File: src/rtl/uart_tx_serializer.sv
// ---------------------------------------------------------------------------
// uart_tx_serializer
//
// Pops bytes from the transmit FIFO and shifts each one out on tx as an
// asynchronous frame: start bit, 7 or 8 data bits LSB first, optional parity
// bit and one stop bit. Each bit lasts 16 pulses of the x16 baud enable.
//
// Parameters
//   RD_LAT       cycles from the fifo_read_n low cycle to valid fifo_data (1..7)
//
// Ports
//   clock        system clock
//   reset_n      asynchronous active-low reset
//   baud16_en    one-cycle pulse at 16x the baud rate
//   fifo_empty   transmit FIFO empty flag
//   fifo_data    transmit FIFO read data
//   bit8         1: 8 data bits, 0: 7 data bits (bit 7 ignored)
//   parity_en    1: append a parity bit
//   odd_n_even   1: odd parity, 0: even parity
//   fifo_read_n  FIFO read strobe, active low, registered
//   tx           serial output, idles high, registered
//   tx_busy      high while a byte is being fetched or sent
// ---------------------------------------------------------------------------
module uart_tx_serializer #(
   parameter int unsigned RD_LAT = 3
) (
   input  logic       clock,
   input  logic       reset_n,
   input  logic       baud16_en,
   input  logic       fifo_empty,
   input  logic [7:0] fifo_data,
   input  logic       bit8,
   input  logic       parity_en,
   input  logic       odd_n_even,
   output logic       fifo_read_n,
   output logic       tx,
   output logic       tx_busy
);

   typedef enum logic [2:0] {
      S_IDLE   = 3'd0,
      S_FETCH  = 3'd1,
      S_WAIT   = 3'd2,
      S_START  = 3'd3,
      S_DATA   = 3'd4,
      S_PARITY = 3'd5,
      S_STOP   = 3'd6
   } state_t;

   localparam logic [2:0] RD_LAT_C = 3'(RD_LAT);

   state_t     state_q, state_d;
   logic [2:0] wait_cnt_q, wait_cnt_d;
   logic [3:0] tick_q, tick_d;
   logic [2:0] bit_cnt_q, bit_cnt_d;
   logic [7:0] shift_q, shift_d;
   logic       bit8_q, bit8_d;
   logic       parity_en_q, parity_en_d;
   logic       parity_q, parity_d;
   logic       tx_q, tx_d;
   logic       read_n_q, read_n_d;

   logic       in_frame;
   logic       bit_end;
   logic [2:0] last_bit;
   logic [7:0] load_bits;

   // Only the serial-bit states consume baud ticks.
   assign in_frame  = (state_q == S_START) || (state_q == S_DATA) ||
                      (state_q == S_PARITY) || (state_q == S_STOP);
   assign bit_end   = in_frame && baud16_en && (tick_q == 4'd15);
   assign last_bit  = bit8_q ? 3'd7 : 3'd6;
   // In 7-bit mode bit 7 must not contribute to parity.
   assign load_bits = bit8 ? fifo_data : {1'b0, fifo_data[6:0]};

   always_comb begin
      state_d     = state_q;
      wait_cnt_d  = wait_cnt_q;
      tick_d      = tick_q;
      bit_cnt_d   = bit_cnt_q;
      shift_d     = shift_q;
      bit8_d      = bit8_q;
      parity_en_d = parity_en_q;
      parity_d    = parity_q;
      tx_d        = 1'b1;
      read_n_d    = 1'b1;

      // The 4-bit tick counter wraps naturally on the 16th pulse.
      if (in_frame && baud16_en) begin
         tick_d = tick_q + 4'd1;
      end

      case (state_q)
         S_IDLE: begin
            if (!fifo_empty) begin
               state_d = S_FETCH;
            end
         end
         S_FETCH: begin
            // The FETCH cycle itself is count 0; WAIT covers counts 1..RD_LAT.
            wait_cnt_d = 3'd1;
            state_d    = S_WAIT;
         end
         S_WAIT: begin
            if (wait_cnt_q == RD_LAT_C) begin
               shift_d     = fifo_data;
               bit8_d      = bit8;
               parity_en_d = parity_en;
               parity_d    = (^load_bits) ^ odd_n_even;
               tick_d      = 4'd0;
               state_d     = S_START;
            end else begin
               wait_cnt_d = wait_cnt_q + 3'd1;
            end
         end
         S_START: begin
            if (bit_end) begin
               bit_cnt_d = 3'd0;
               state_d   = S_DATA;
            end
         end
         S_DATA: begin
            if (bit_end) begin
               shift_d = {1'b0, shift_q[7:1]};
               if (bit_cnt_q == last_bit) begin
                  state_d = parity_en_q ? S_PARITY : S_STOP;
               end else begin
                  bit_cnt_d = bit_cnt_q + 3'd1;
               end
            end
         end
         S_PARITY: begin
            if (bit_end) begin
               state_d = S_STOP;
            end
         end
         S_STOP: begin
            if (bit_end) begin
               state_d = fifo_empty ? S_IDLE : S_FETCH;
            end
         end
         default: begin
            state_d = S_IDLE;
         end
      endcase

      // Outputs are registered, so they are decoded from the next state.
      read_n_d = (state_d != S_FETCH);
      case (state_d)
         S_START:  tx_d = 1'b0;
         S_DATA:   tx_d = shift_d[0];
         S_PARITY: tx_d = parity_d;
         default:  tx_d = 1'b1;
      endcase
   end

   always_ff @(posedge clock or negedge reset_n) begin
      if (!reset_n) begin
         state_q     <= S_IDLE;
         wait_cnt_q  <= 3'd0;
         tick_q      <= 4'd0;
         bit_cnt_q   <= 3'd0;
         shift_q     <= 8'h00;
         bit8_q      <= 1'b0;
         parity_en_q <= 1'b0;
         parity_q    <= 1'b0;
         tx_q        <= 1'b1;
         read_n_q    <= 1'b1;
      end else begin
         state_q     <= state_d;
         wait_cnt_q  <= wait_cnt_d;
         tick_q      <= tick_d;
         bit_cnt_q   <= bit_cnt_d;
         shift_q     <= shift_d;
         bit8_q      <= bit8_d;
         parity_en_q <= parity_en_d;
         parity_q    <= parity_d;
         tx_q        <= tx_d;
         read_n_q    <= read_n_d;
      end
   end

   assign tx          = tx_q;
   assign fifo_read_n = read_n_q;
   assign tx_busy     = (state_q != S_IDLE);

endmodule

File: config.mk
export PLATFORM = sky130hd
export DESIGN_NAME = uart_tx_serializer
export DESIGN_NICKNAME = d
export VERILOG_FILES = /design/src/rtl/uart_tx_serializer.sv
export SDC_FILE = /design/constraint.sdc
export NUM_CORES = 1
export LEC_CHECK = 0
export ABC_AREA = 1
export CAP_MARGIN = 10
export CORE_UTILIZATION = 50
export CTS_CLUSTER_SIZE = 40
export DETAILED_ROUTE_END_ITERATION = 7
export GPL_TIMING_DRIVEN = 0
export PLACE_DENSITY = 0.72
export SLEW_MARGIN = 20
export SYNTH_ARGS = -nofsm -noshare
export SYNTH_HDL_FRONTEND = slang
export SYNTH_SLANG_ARGS = --single-unit
File: constraint.sdc
create_clock -name clock -period 1.9 [get_ports clock]
set_input_delay 0.285 -clock clock [delete_from_list [all_inputs] [get_ports clock]]
set_output_delay 0.285 -clock clock [all_outputs]
set_load 0.02 [all_outputs]
# Yosys cells after proc, flatten, opt, wreduce, memory -nomap -nowiden
# Cells that the tools add are included.
[op_classes]
reduce_logical = 15
eq_ne = 18
muxes = 27
add_sub_neg = 3
bitwise = 1
[op_table]
columns = ["operator", "count"]
rows = [
  ["2-to-1 mux 3 bit", 11],
  ["2-to-1 mux 8 bit", 3],
  ["case mux 3 bit (7 select lines)", 1],
  ["case mux 8 bit (2 select lines)", 1],
  ["equality test 3 bit, second input constant", 5],
  ["equality test 3 x 2 -> 1 bit, second input constant", 4],
  ["2-to-1 mux 4 bit", 3],
  ["case mux 3 bit (2 select lines)", 2],
  ["inequality test 2 bit, second input constant", 5],
  ["parity 8 bit", 1],
  ["adder 3 x 1 -> 3 bit, second input constant", 2],
  ["nonzero test 2 bit", 3],
  ["adder 4 x 1 -> 4 bit, second input constant", 1],
  ["equality test 4 bit, second input constant", 1],
  ["2-to-1 mux 1 bit", 4],
  ["AND reduction 2 bit", 2],
  ["AND reduction 4 bit", 1],
  ["equality test 3 x 1 -> 1 bit, second input constant", 1],
  ["equality test 3 bit", 1],
  ["zero test 3 bit", 1],
  ["logical OR 1 bit", 3],
  ["inequality test 3 x 1 -> 1 bit, second input constant", 1],
  ["case mux 1 bit (3 select lines)", 1],
  ["AND reduction 3 bit", 1],
  ["other kinds (4)", 5],
]
[word_totals]
out_inout_bits = 3
register_bits = 26
input_bits = 15
wordCells = 75

# Logic depth before layout (Yosys ltp)
[depth]
ltp_word = 10
depth_mapped = 12
mapped_depth_nobuf = 12

# Least setup slack after synthesis
# OpenSTA, ideal clock, no wires.
[synth_path]
kind = "register to register"
start = "reg wait_cnt_q[0]"
end = "reg wait_cnt_q[0]"
path_stages_with_launch = 8
period_less_slack_ns = 1.621
required_ns = 1.781
setup_ns = 0.119
path_buffers = 0
slack_ns = 0.279
arrival_ns = 1.502
path_cell_list = "dfrtp_1 ha_1 ha_1 nand2_1 inv_2 nor3_1 nand3_1 o21a_1"
[synth_between]
elab_chain_cells = 3
word_cells_on_any_way = 6
classes_between = "add/sub (1); eq/ne (2); mux (2); reduce/logical (1)"
[synth_rtl]
columns = ["element", "line_no", "rtl"]
rows = [
  ["from (decl)", "53", "logic [2:0] wait_cnt_q, wait_cnt_d;"],
  ["from (signal assigned)", "171", "wait_cnt_q <= wait_cnt_d;"],
  ["adder 3 x 1 -> 3 bit or equality test 3 x 2 -> 1 bit (tied branches)", "113, 105", ""],
  ["2-to-1 mux 3 bit or inequality test 2 bit (tied branches)", "--", ""],
  ["case mux 3 bit (2 select lines) or AND reduction 2 bit (tied branches)", "--", ""],
]
# Parallel ways exist; a longest one is shown, timed or not. The select of a mux whose other input is x is not followed.
# A chain may end at the register's enable or synchronous reset.

# Worst setup path in the final report
[layout_path]
start = "reg state_q[0]"
end = "out tx_busy"
[layout_between]
elab_chain_cells = 1
[layout_rtl]
columns = ["element", "line_no", "rtl"]
rows = [
  ["from (decl)", "52", "state_t state_q, state_d;"],
  ["from (signal assigned)", "170", "state_q <= state_d;"],
  ["nonzero test 3 bit", "185", "assign tx_busy = (state_q != S_IDLE);"],
  ["to (decl)", "37", "output logic tx_busy"],
]
# Every way passes these cells.

==> impl_metrics.yaml <==
logic_synthesis:
  syn_nets: 238
  ys_warn_count: 0
  syn-cell-area_mm2: 0.00163
  seq_area_frac_synth_pct: 40.0
  avgSynthCellArea_um2: 7.46
  ys_ff_latch: 26
  netlist_instances: 219
  synth_cell_types: 33
detailed_routing:
  wl_per_cell_um: 10.9
  first_pass_iters: 5
  postRouteAntennaNets: 0
  drt_wl_total_um: 3120
  drt_iter0_markers: 54
  drc: 0
  vias: 1400
  vias_per_cell: 4.90
cts:
  h-tree-depth: 1
  root_buffer: "clkbuf_4"
  tritoncts: "yes"
  cts.sinks: 26
  cts_made_buffers: 3
  clock_path_buffers: 2
  clock_latency_ns: 0.33
  clk_pin_slew_ns: 0.16
outcome:
  status: "completed"
timing:
  clock_skew_ns: 0.0130
  clock.fmax_mhz: 560
  maxSlewViolCount: 0
  final.min_clock_period_ns: 1.79
  tightest_slew_ns: 0.587
  timing.hold.ws_ns: 0.466
  hold_violations: 0
  slew_headroom_pct: 60.8
  finalSetupViolCount: 0
  fin_crit_sh_pct: 94.0
grt:
  track_usage_pct: 21.1
  grt_pass1_vias: 1338
  grt_max_degree: 27
  grt_overflow: 0
  grt_pass1_wl_um: 5570
  antenna_found_initial: 0
critical_path:
  start_kind: "flop"
  worstPathCellList: "inv_1 -> nand2_1 -> inv_1 -> nand2_1 -> dlygate4sd2_1"
  critical_path.top_delay_family: "buffers and inverters"
  critical_path_buf_inv_count: 3
  cp-end-kind: "output pin"
  worstPathMaxFanout: 6
  crit_required_ns: 1.62
  cpPeakStageDelay_ns: 0.48
  critPathKind: "flop to output pin"
  cp_slowest_cell: "dfrtp_2"
  crit_arrival_ns: 1.50
final_layout:
  fillCellCount: 288
  seqCellArea_um2: 654
  multi_input_area_um2: 862
  nets: 262
  area_growth_pct: 18.5
  fin_area_mm2: 0.00194
  drive_gt1_share_pct: 14.0
  n_antenna_cell: 0
floorplan:
  die_width_um: 59.2
  num_rows: 20
  initial_core_util_pct: 53.1
  die_area_mm2: 0.00350
  boundaryPins: 18
  die_h_um: 59.2
  core_mm2: 0.00308
pwr:
  p_leak_uw: 0.000979
  peakVddDrop_v: 0.000511
  p_per_area_mw_per_mm2: 1210
place:
  portBuffers: 17
  dp.final_hpwl_um: 2370
  place.gp.congestion: 0.828
  place_area_mm2: 0.00185
flow_run:
  drv_cap: 0
hold_path:
  hp-class: "input pin to asynchronous set/reset pin"
## registers in the layout (all words and copies together) (netlist names)
signal	count
bit_cnt_q	3
shift_q	8
parity_q	1
fifo_read_n	1
bit8_q	1
parity_en_q	1
state_q	3
tx	1
tick_q	4
wait_cnt_q	3
## cell type report
cell class	instances	area share, %
repair buffers	19	9.37
inverters	32	6.20
multi-input cells	160	44.5
clock inverters	1	1.55
plain buffers	1	0.581
clock buffers	3	1.16
well taps	44	2.84
flip-flops and latches	26	33.8
## kinds of logic (layout without fill, tap and decap cells)
kind of cell	after synthesis	count (layout)	share of synthesized area, %
and+or+nand+nor	131	131	39.1
buffers and inverters	33	56	8.04
DFF	26	26	40.0
AOI/OAI and AO/OA	22	22	8.27
adders and majority gates	4	4	3.06
xor gates and xnor gates	3	3	1.61
## repair_timing
| action | 4_1_cts | 5_1_grt |
|---|---|---|
| setup endpoints to repair | 1 | 7 |
| hold buffers | 1 | 0 |
| cloned | 0 | 0 |
| endpoints found under the hold margin | 24 | 0 |
| pin swaps | 0 | 0 |
| buffers inserted | 1 | 0 |
| resized for setup | 2 | 4 |
## metrics by stage
| step | util (%) | power [uW] | TNS, ns | instances | setup slack, ns |
|---|---|---|---|---|---|
| 6_report | 62.9 | 2340 | 0 | 286 | 0.115 |
| 5_1_grt | 62.9 | 2560 | -0.00753 | 286 | -0.00753 |
| 4_1_cts | 62.5 | 2330 | 0 | 286 | 0.0103 |
| 3_5_place_dp | 60.2 | 1930 | -0.0260 | 280 | -0.0260 |
| 3_3_place_gp | 60.4 | 1910 | -0.00553 | 280 | -0.00553 |
| 2_1_floorplan | - | 1670 | 0 | 219 | 0.279 |
## final timing paths
check | cells after the start | startpoint | slack [ns] | to
max | 5 | state_q[0] | 0.11 | tx_busy
min | 2 | reset_n | 0.47 | bit_cnt_q[2]
max reg2reg | 9 | tick_q[1] | 0.16 | tx
min reg2reg | 2 | shift_q[3] | 0.51 | shift_q[3]
max in group asynchronous | 2 | reset_n | 1.02 | state_q[0]
min in group clock | 3 | parity_en | 0.48 | parity_en_q
## synthesized netlist by cell type, drive strengths merged
| master | instances | area [um2] |
|---|---|---|
| nand4 | 3 | 33.8 |
| o211ai | 2 | 15.0 |
| dfstp | 2 | 52.6 |
| o31ai | 1 | 7.51 |
| a31oi | 2 | 12.5 |
| o221ai | 1 | 8.76 |
| and2 | 1 | 6.26 |
| ha | 4 | 50.1 |
| o21a | 1 | 7.51 |
| o21ai | 9 | 45.0 |
| a32o | 1 | 10.0 |
| a21oi | 5 | 28.8 |
| xnor2 | 3 | 26.3 |
| nor2 | 17 | 90.1 |
| nand3 | 23 | 145 |
| inv | 32 | 120 |
| nand2 | 82 | 328 |
| nand3b | 2 | 15.0 |
| nor3 | 3 | 20.0 |
| dfrtp | 24 | 601 |
| buf | 1 | 11.3 |
## report_power, final
part           total (uW)  internal [uW]  switching, uW
clock                 387            213            174
sequential            916            777            139
combinational        1030            410            624
total                2340           1400            938
## metal layers
layer,part of all wire [%],wire [um],GRT usage (%),vias up
met2,48,1500,35.6,21
met1,49,1540,27.4,632
met4,0.61,19,7.82,0
met3,2.0,61,3.06,2
met5,0,0,0,-
li1,-,-,-,745
## layout by cell type (no fill, tap or decap), types with 2 or more instances in the layout
cell type / n
nand3_2: 2
ha_1: 3
inv_1: 26
inv_2: 6
nand4_1: 2
o21ai_0: 8
dfrtp_1: 23
a31oi_1: 2
nand3_4: 2
dfstp_2: 2
xnor2_1: 3
nand2_1: 76
nor3_2: 2
a21oi_1: 4
nand2_2: 5
clkdlybuf4s50_1: 15
clkbuf_4: 3
nor2_1: 14
nand3_1: 19
nand3b_1: 2
o211ai_1: 2
Power figures use the tool's default switching activity.
==> edit, RTL diff (same settings) <==
Make the reset (`reset_n`) synchronous in one clocked block. Comments in the files are not updated.
--- a/src/rtl/uart_tx_serializer.sv
+++ b/src/rtl/uart_tx_serializer.sv
@@ -156,3 +156,3 @@
 
-   always_ff @(posedge clock or negedge reset_n) begin
+   always_ff @(posedge clock) begin
       if (!reset_n) begin
Check against the original RTL: differs if reset_n is asserted again (counterexample within 4 cycles, from zero or initial values and one cycle with reset_n low); with reset_n held inactive, the same outputs for 10 cycles.
==> edit against the unedited design <==
The flow now finishes with violations (design-rule violations). Synthesized area shrank 7.2%. Via count decreased by 0.36%. Routed wire length shrank 7.5%. Design area down 8.7%. Critical path depth up 7. Hold slack worse by 92 ps. Global-route usage is 1.2 points lower. Die area down 7.0%. Setup slack better by 57 ps. Sequential cell count did not move. Highest routed layer unchanged.
Power is not compared: it rests on default switching activity, and its combinational part moved more than twofold at a synthesized area within 25%.
==> edit: results (changes against the unedited design) <==
Logic synthesis
  – Post-synthesis cell type count: 30 (was 33)
  – Synthesized Nets: 245 (was 238)
  – Synth Area in XOR/XNOR: 3.47% (was 1.61%)
  – Asr flop ratio synth: 0% (was 100%)

Worst setup path
  – CP max stage delay: 380 ps (was 480 ps)
  – FF-to-FF Start: tick_q[1]$_SDFF_PN0_ (was tick_q[1]$_DFF_PN0_)
  – Critical R2R Capture: tx$_SDFF_PN1_ (was tx$_DFF_PN1_)
  – CP endpoint kind: register (was primary output)
  – Slowest stage cell, crit path: dfxtp_1 (was dfrtp_2)
  – CP top delay family: simple AND/OR/NAND/NOR gates (was buffers and inverters)

Global routing
  – Routing usage on met1: 24.4% (was 27.4%)
  – Global-route wire length before repair: 5.20 mm (was 5.57 mm)
  – Vias in the first global route: 1294 (was 1338)

Placement
  – Final HPWL DP: 2.27 mm (was 2.37 mm)
  – Port buffer count: 16 (was 17)

Routing
  – Met3 Wirelength: 62 µm (was 61 µm)
  – Drc violations: 2 (was 0)
  – Pre-antenna DRT Iters: 6 (was 5)
  – Routed via count: 1395 (was 1400)
  – Iter 0 DRT Violations: 33 (was 54)
  – WL met1: 1.44 mm (was 1.54 mm)
  – DR WL met2: 1.35 mm (was 1.50 mm)

STA
  – Measured slew at the worst slew-check pin: 511 ps (was 587 ps)
  – Hold slack final: 374 ps (was 466 ps)
  – Period utilization: 90.9% (was 94.0%)

CTS
  – Clock transition at path regs: 140 ps (was 160 ps)

Outcome
  – Outcome: finished, violations left (was complete, no violations)
  – Failing checks: design-rule violations
-- edit: cell types whose count changed after synthesis, moves of 3 or more --
| cell | unedited run | this run |
|---|---|---|
| dfxtp_1 | 0 | 26 |
| dfrtp_1 | 24 | 0 |
| nor2_1 | 14 | 26 |
| a21oi_1 | 4 | 10 |
| nand2_1 | 76 | 70 |
| nand3_1 | 20 | 16 |
| a31oi_1 | 2 | 5 |
| inv_1 | 27 | 24 |
| xor2_1 | 0 | 3 |
-- edit: area by class of cell --
cell class	instances	area, µm²
Multi-Input combinational cell	167	882
Buffer	4	17.5
Inverter	29	109
Clock buffer	4	36.3
Tap cell	31	38.8
Sequential cell	26	523
Timing Repair Buffer	16	163
Fill cell	265	1040
-- edit: logic make-up after synthesis --
group                    count (synthesis)
adder cells (fa/ha/maj)                  4
buffers and inverters                   33
XOR/XNOR                                 6
AO/OA/AOI/OAI                           26
AND/OR/NAND/NOR                        131
flip-flops                              26
